File: config.mk
export PLATFORM = sky130hd
export DESIGN_NAME = tff_counter
export DESIGN_NICKNAME = d
export VERILOG_FILES = /design/src/rtl/tff_pkg.sv /design/src/rtl/tff_bit.sv /design/src/rtl/tff_counter.sv
export SDC_FILE = /design/constraint.sdc
export NUM_CORES = 1
export LEC_CHECK = 0
export CAP_MARGIN = 20
export CORE_MARGIN = 2
export CORE_UTILIZATION = 39
export DETAILED_ROUTE_END_ITERATION = 7
export HOLD_SLACK_MARGIN = 0.05
export PLACE_DENSITY = 0.77
export SETUP_SLACK_MARGIN = 0.15
export SLEW_MARGIN = 40
export SYNTH_ARGS = -nofsm -noshare
export SYNTH_HDL_FRONTEND = slang
export SYNTH_SLANG_ARGS = --single-unit
File: constraint.sdc
create_clock -name clk -period 2.15 [get_ports clk]
set_clock_uncertainty 0.05 [all_clocks]
set_input_delay 0.43 -clock clk [delete_from_list [all_inputs] [get_ports clk]]
set_output_delay 0.43 -clock clk [all_outputs]
set_load 0.02 [all_outputs]
File: src/rtl/tff_pkg.sv
// rtl/tff_pkg.sv - shared types and elaboration helpers for the toggle-cell counter
package tff_pkg;

  typedef enum logic {
    DOWN = 1'b0,
    UP   = 1'b1
  } count_dir_e;

  // Terminal value MODULUS-1, masked to the counter width.
  function automatic logic [31:0] max_count(input int unsigned width,
                                            input longint unsigned modulus);
    longint unsigned m;
    m = modulus - 64'd1;
    return 32'(m & ((64'd1 << width) - 64'd1));
  endfunction

  function automatic bit is_pow2(input int unsigned width,
                                 input longint unsigned modulus);
    return modulus == (64'd1 << width);
  endfunction

endpackage

File: src/rtl/tff_bit.sv
// rtl/tff_bit.sv - single toggle cell with synchronous reset and parallel load
module tff_bit (
  input  logic clk,
  input  logic rst,
  input  logic t,
  input  logic ld,
  input  logic d,
  output logic q
);

  always_ff @(posedge clk) begin
    if (rst) begin
      q <= 1'b0;
    end else if (ld) begin
      q <= d;
    end else if (t) begin
      q <= ~q;
    end
  end

endmodule

File: src/rtl/tff_counter.sv
// rtl/tff_counter.sv - up/down modulo counter built from a chain of toggle cells
module tff_counter
  import tff_pkg::*;
#(
  parameter int unsigned     WIDTH    = 8,
  parameter longint unsigned MODULUS  = (64'd1 << WIDTH),
  parameter bit              SATURATE = 1'b0
) (
  input  logic             clk,
  input  logic             rst,
  input  logic             en,
  input  logic             up_dn,
  input  logic             clr,
  input  logic             load,
  input  logic [WIDTH-1:0] load_val,
  output logic [WIDTH-1:0] q,
  output logic [WIDTH-1:0] q_bar,
  output logic             tc,
  output logic             wrap,
  output logic             ovf
);

  localparam logic [WIDTH-1:0] MAX_Q   = WIDTH'(max_count(WIDTH, MODULUS));
  localparam bit               IS_POW2 = is_pow2(WIDTH, MODULUS);

  count_dir_e       dir;
  logic             at_tc;
  logic [WIDTH-1:0] chain;
  logic [WIDTH-1:0] t_vec;
  logic [WIDTH-1:0] d_vec;
  logic [WIDTH-1:0] clamp_val;
  logic             ld;
  logic             wrap_ev;
  logic             sat_ev;

  assign dir   = count_dir_e'(up_dn);
  assign at_tc = (dir == UP) ? (q == MAX_Q) : (q == '0);
  assign tc    = at_tc;
  assign q_bar = ~q;

  // Bit i toggles when every lower bit is 1 (up) or 0 (down).
  always_comb begin
    chain    = '0;
    chain[0] = 1'b1;
    for (int i = 1; i < WIDTH; i++) begin
      chain[i] = chain[i-1] & ((dir == UP) ? q[i-1] : ~q[i-1]);
    end
  end

  always_comb begin
    clamp_val = (load_val > MAX_Q) ? MAX_Q : load_val;
    t_vec     = '0;
    d_vec     = '0;
    ld        = 1'b0;
    wrap_ev   = 1'b0;
    sat_ev    = 1'b0;
    if (clr) begin
      ld = 1'b1;
    end else if (load) begin
      ld    = 1'b1;
      d_vec = clamp_val;
    end else if (en) begin
      if (at_tc && SATURATE) begin
        sat_ev = 1'b1;
      end else begin
        wrap_ev = at_tc;
        // A full-range counter wraps through the toggle chain; other moduli need a load.
        if (at_tc && !IS_POW2) begin
          ld    = 1'b1;
          d_vec = (dir == UP) ? '0 : MAX_Q;
        end else begin
          t_vec = chain;
        end
      end
    end
  end

  for (genvar g = 0; g < WIDTH; g++) begin : g_cell
    tff_bit u_bit (
      .clk (clk),
      .rst (rst),
      .t   (t_vec[g]),
      .ld  (ld),
      .d   (d_vec[g]),
      .q   (q[g])
    );
  end

  always_ff @(posedge clk) begin
    if (rst || clr) begin
      wrap <= 1'b0;
      ovf  <= 1'b0;
    end else begin
      wrap <= wrap_ev;
      if (wrap_ev || sat_ev) begin
        ovf <= 1'b1;
      end
    end
  end

endmodule

==> results.md <==
- Run status: finished clean
- Worst hold path type: flip-flop to flip-flop
- Hold-fix buffers, CTS: 0
- Setup total negative slack: 0 ns
- Relative contribution of combinational cells to total power: around 34%
- Number of global-route vias before repair: between 600 and 700
- Area taken by multi-input logic gates: between 300 and 400 sq um
- Top cells by area in the synthesized netlist: sky130_fd_sc_hd__dfxtp_1, sky130_fd_sc_hd__xnor2_1, sky130_fd_sc_hd__buf_4, sky130_fd_sc_hd__a21oi_1, sky130_fd_sc_hd__nand3_1
- CTS tree: yes
- Worst skew pair latency: just under 0.3 ns
- Remaining antenna violation count after routing: 0
- Nets@finish: ~150
- RD Place Congestion: roughly 0.85
- Layout fillers: roughly 130
- Largest net degree at the start of global routing: 11
- Post-detailed-placement cell area: around 1100 sq um
- Summed instance area of the synthesized netlist: ~690 sq um
- Detailed-route wire length per cell: 13.5 um
- Startpoint of the worst setup timing path: up_dn
- Fraction of power consumed by the clock network: a little under a third
- RSZ-0062 raised after global routing: true
- Port Buffer Count: 32
- Height of the chip: 46.1 um
- Cells along the critical path: dlygate4sd2_1 > or4_4 > nor4_4 > or2_4 > buf_6
- Global-route wire length before repair: approximately 3000 um
- Overall routing resource usage: a little over a fifth
- Post-synth top flop: sky130_fd_sc_hd__dfxtp_1
- Synth Instances: 90
- Final cell area excluding filler cells: around 1200 sq um
- Initial DRC count: 5
- Effective utilization at floorplan: between 40% and 50%
- H-tree lvl count: 1
- Maximum fanout count along the critical path: 4
- Final count of hold timing violations: 0
- Via count normalized by instance count: between 5 and 6
- Seq cells post-synth: 10
- Start of the worst register-to-register path: g_cell[0].u_bit.q
- Data arrival time of the critical path: 1.58 ns
- Aggregate routed wire length: between 2000 and 2500 um
- Post-synthesis async set-or-reset flop share: 0%
- Required time of the critical path: around 1.7 ns
- Sequential standard cell area: 204 sq um
- Detailed-placement wirelength estimate: 1450 um
- Synth top area share: 29.0%
- Antenna violations before repair: 0
- Number of CTS-inserted buffers: 3
- Std-Cell Rows: 15
- Switch share: roughly 30%
- # setup viols final: 0
- Total net switching power: roughly 0.00018 W
- Residual overflow from global routing: 0
- # clock sinks: 10
- Clock Path Buffers: 2
- Final Worst Setup Slack: approximately 0.094 ns
- Maxcap violations: 0
- Launching element type of the critical path: input port
- Share of power burned in registers: 34.4%
- Pwr per Cell Area: ~490 nW/um^2
- Cell at the root of the clock tree: sky130_fd_sc_hd__clkbuf_4
- Fraction of layout instances using a drive strength above 1: roughly 28%
- Avg Synthesized Cell Area: 7.67 sq um
- I/O Pins: 33
- Internal portion of total power: approximately 0.00041 W
- Startpoint of the tightest hold check path: ovf
- Total Power: between 0.0005 and 0.0006 W
- Residual DRC: 0
- Slew at the pin with the worst max-slew slack: 0.354 ns
- Synth warn: 0
- Number of enable-type register cells in the synthesized netlist: 0
- Number of vias after detailed routing: 787
- Seq/Total Area, Yosys: roughly 29%
- Post-synth net total: around 100
- Leakage: ~0.46 nW
- IR Drop Worst-Case VDD: between 300 and 400 uV
- Cell taking the most area after synthesis: sky130_fd_sc_hd__dfxtp_1
- Worst Hold Margin: ~0.42 ns
- Clock input transition at the sequential cells of the worst setup and hold paths: around 0.06 ns
- Crit-path max cell delay: between 0.4 and 0.5 ns
- Area growth from synthesis to layout: 71.6%
- Worst-path cell with the longest stage delay: sky130_fd_sc_hd__or4_4
- First-pass iteration count of the detailed router: 4
- Post-route fraction of the period consumed by the critical path: 95.6%
- Maximum frequency from static timing analysis: roughly 490 MHz
- Number of antenna diodes: 0
- Distinct cell type count after synthesis: 32
- Crit path capture type: output port
- Core outline area: approximately 1700 sq um
- Setup slack after placement: -0.674 ns
- Normalized max-slew margin: 75.8%
- Die W: around 46 um
- Die Footprint: 2120 sq um
- Time the worst path needs with I/O delays and setup: 2.06 ns
- Start-to-end type of the worst setup path: input port to output port
- Slew Viols, Final: 0
-- what timing repair did --
item	CTS	global route
gates resized for setup	9	7
pin swaps	3	3
setup buffers	0	4
endpoints found under the setup margin	3	3
-- power groups by stage --
stage | combinational, W | sequential, W | clock, W
final | 0.000197 | 0.000200 | 0.000184
after global routing | 0.000211 | 0.000201 | 0.000198
after CTS | 0.000189 | 0.000199 | 0.000186
after detailed placement | 0.000185 | 0.000203 | 0
after global placement | 0.000182 | 0.000203 | 0
after floorplan | 0.0000983 | 0.000206 | 0
-- routing by layer --
| layer | share of wire, % | GRT usage [%] |
|---|---|---|
| met4 | 3.7 | 12.0 |
| met2 | 50 | 34.7 |
| met3 | 2.8 | 5.88 |
| met1 | 43 | 23.9 |
| met5 | 0 | 0 |
-- cells in the final DEF, fill, tap and decap left out, types with 2 or more instances in the layout --
cell                              netlist  final
sky130_fd_sc_hd__clkbuf_4               0      3
sky130_fd_sc_hd__or3_1                  3      3
sky130_fd_sc_hd__o21ai_0                6      6
sky130_fd_sc_hd__nor2_1                 5      5
sky130_fd_sc_hd__buf_4                  8     20
sky130_fd_sc_hd__nand3_1                6      6
sky130_fd_sc_hd__clkdlybuf4s50_1        0     30
sky130_fd_sc_hd__inv_1                  8      8
sky130_fd_sc_hd__a21oi_1                6      6
sky130_fd_sc_hd__buf_6                  1      3
sky130_fd_sc_hd__dfxtp_1               10      7
sky130_fd_sc_hd__xnor2_1                7      7
sky130_fd_sc_hd__nor3_1                 2      2
sky130_fd_sc_hd__dfxtp_2                0      3
-- logic make-up (layout without fill, tap and decap cells) --
| kind of cell | after synthesis | after routing | share of synthesized area [%] |
|---|---|---|---|
| flip-flops | 10 | 10 | 29.0 |
| AND/OR/NAND/NOR | 28 | 28 | 23.4 |
| XOR/XNOR | 8 | 8 | 10.1 |
| multiplexers | 1 | 1 | 1.45 |
| AO/OA/AOI/OAI | 20 | 20 | 18.1 |
| buffers and inverters | 23 | 67 | 17.9 |
-- synthesized netlist by cell type, types with 2 or more instances --
cell type / n
sky130_fd_sc_hd__clkbuf_1: 5
sky130_fd_sc_hd__a21oi_1: 6
sky130_fd_sc_hd__nor2_1: 5
sky130_fd_sc_hd__nor4_1: 3
sky130_fd_sc_hd__a2111oi_0: 2
sky130_fd_sc_hd__nor3_1: 2
sky130_fd_sc_hd__xnor2_1: 7
sky130_fd_sc_hd__or3_1: 3
sky130_fd_sc_hd__inv_1: 8
sky130_fd_sc_hd__buf_4: 8
sky130_fd_sc_hd__dfxtp_1: 10
sky130_fd_sc_hd__o21ai_0: 6
sky130_fd_sc_hd__nand3_1: 6
-- critical path: cells and delay by family --
family / cells / cell delay (ns)
AND/OR/NAND/NOR: 3 / 0.77
buffers and inverters: 2 / 0.38
-- worst paths after layout --
kind | slack [ns] | depth (start not counted) | endpoint
max | 0.09 | 5 | tc
min | 0.42 | 2 | ovf
max reg2reg | 0.29 | 5 | g_cell[3].u_bit.q
min reg2reg | 0.42 | 2 | ovf
-- final cells by class --
type | instances | share of cell area [%]
Multi-Input combinational cell | 57 | 33.5
Inverter | 9 | 2.85
Timing Repair Buffer | 54 | 41.6
Sequential cell | 10 | 17.2
Clock buffer | 4 | 3.06
Tap cell | 17 | 1.80
-- per-stage QoR --
| step | instances | util (%) |
|---|---|---|
| 2_1_floorplan | 90 | - |
| 3_3_place_gp | 143 | 64.3 |
| 3_5_place_dp | 143 | 64.3 |
| 4_1_cts | 147 | 67.3 |
| 5_1_grt | 151 | 70.1 |
| 6_report | 151 | 70.1 |
-- flip-flops by register name, summed over array words and instances (netlist names) --
register        cells
g_cell.u_bit.q      8
wrap                1
ovf                 1
(Power assumes the default switching activity.)
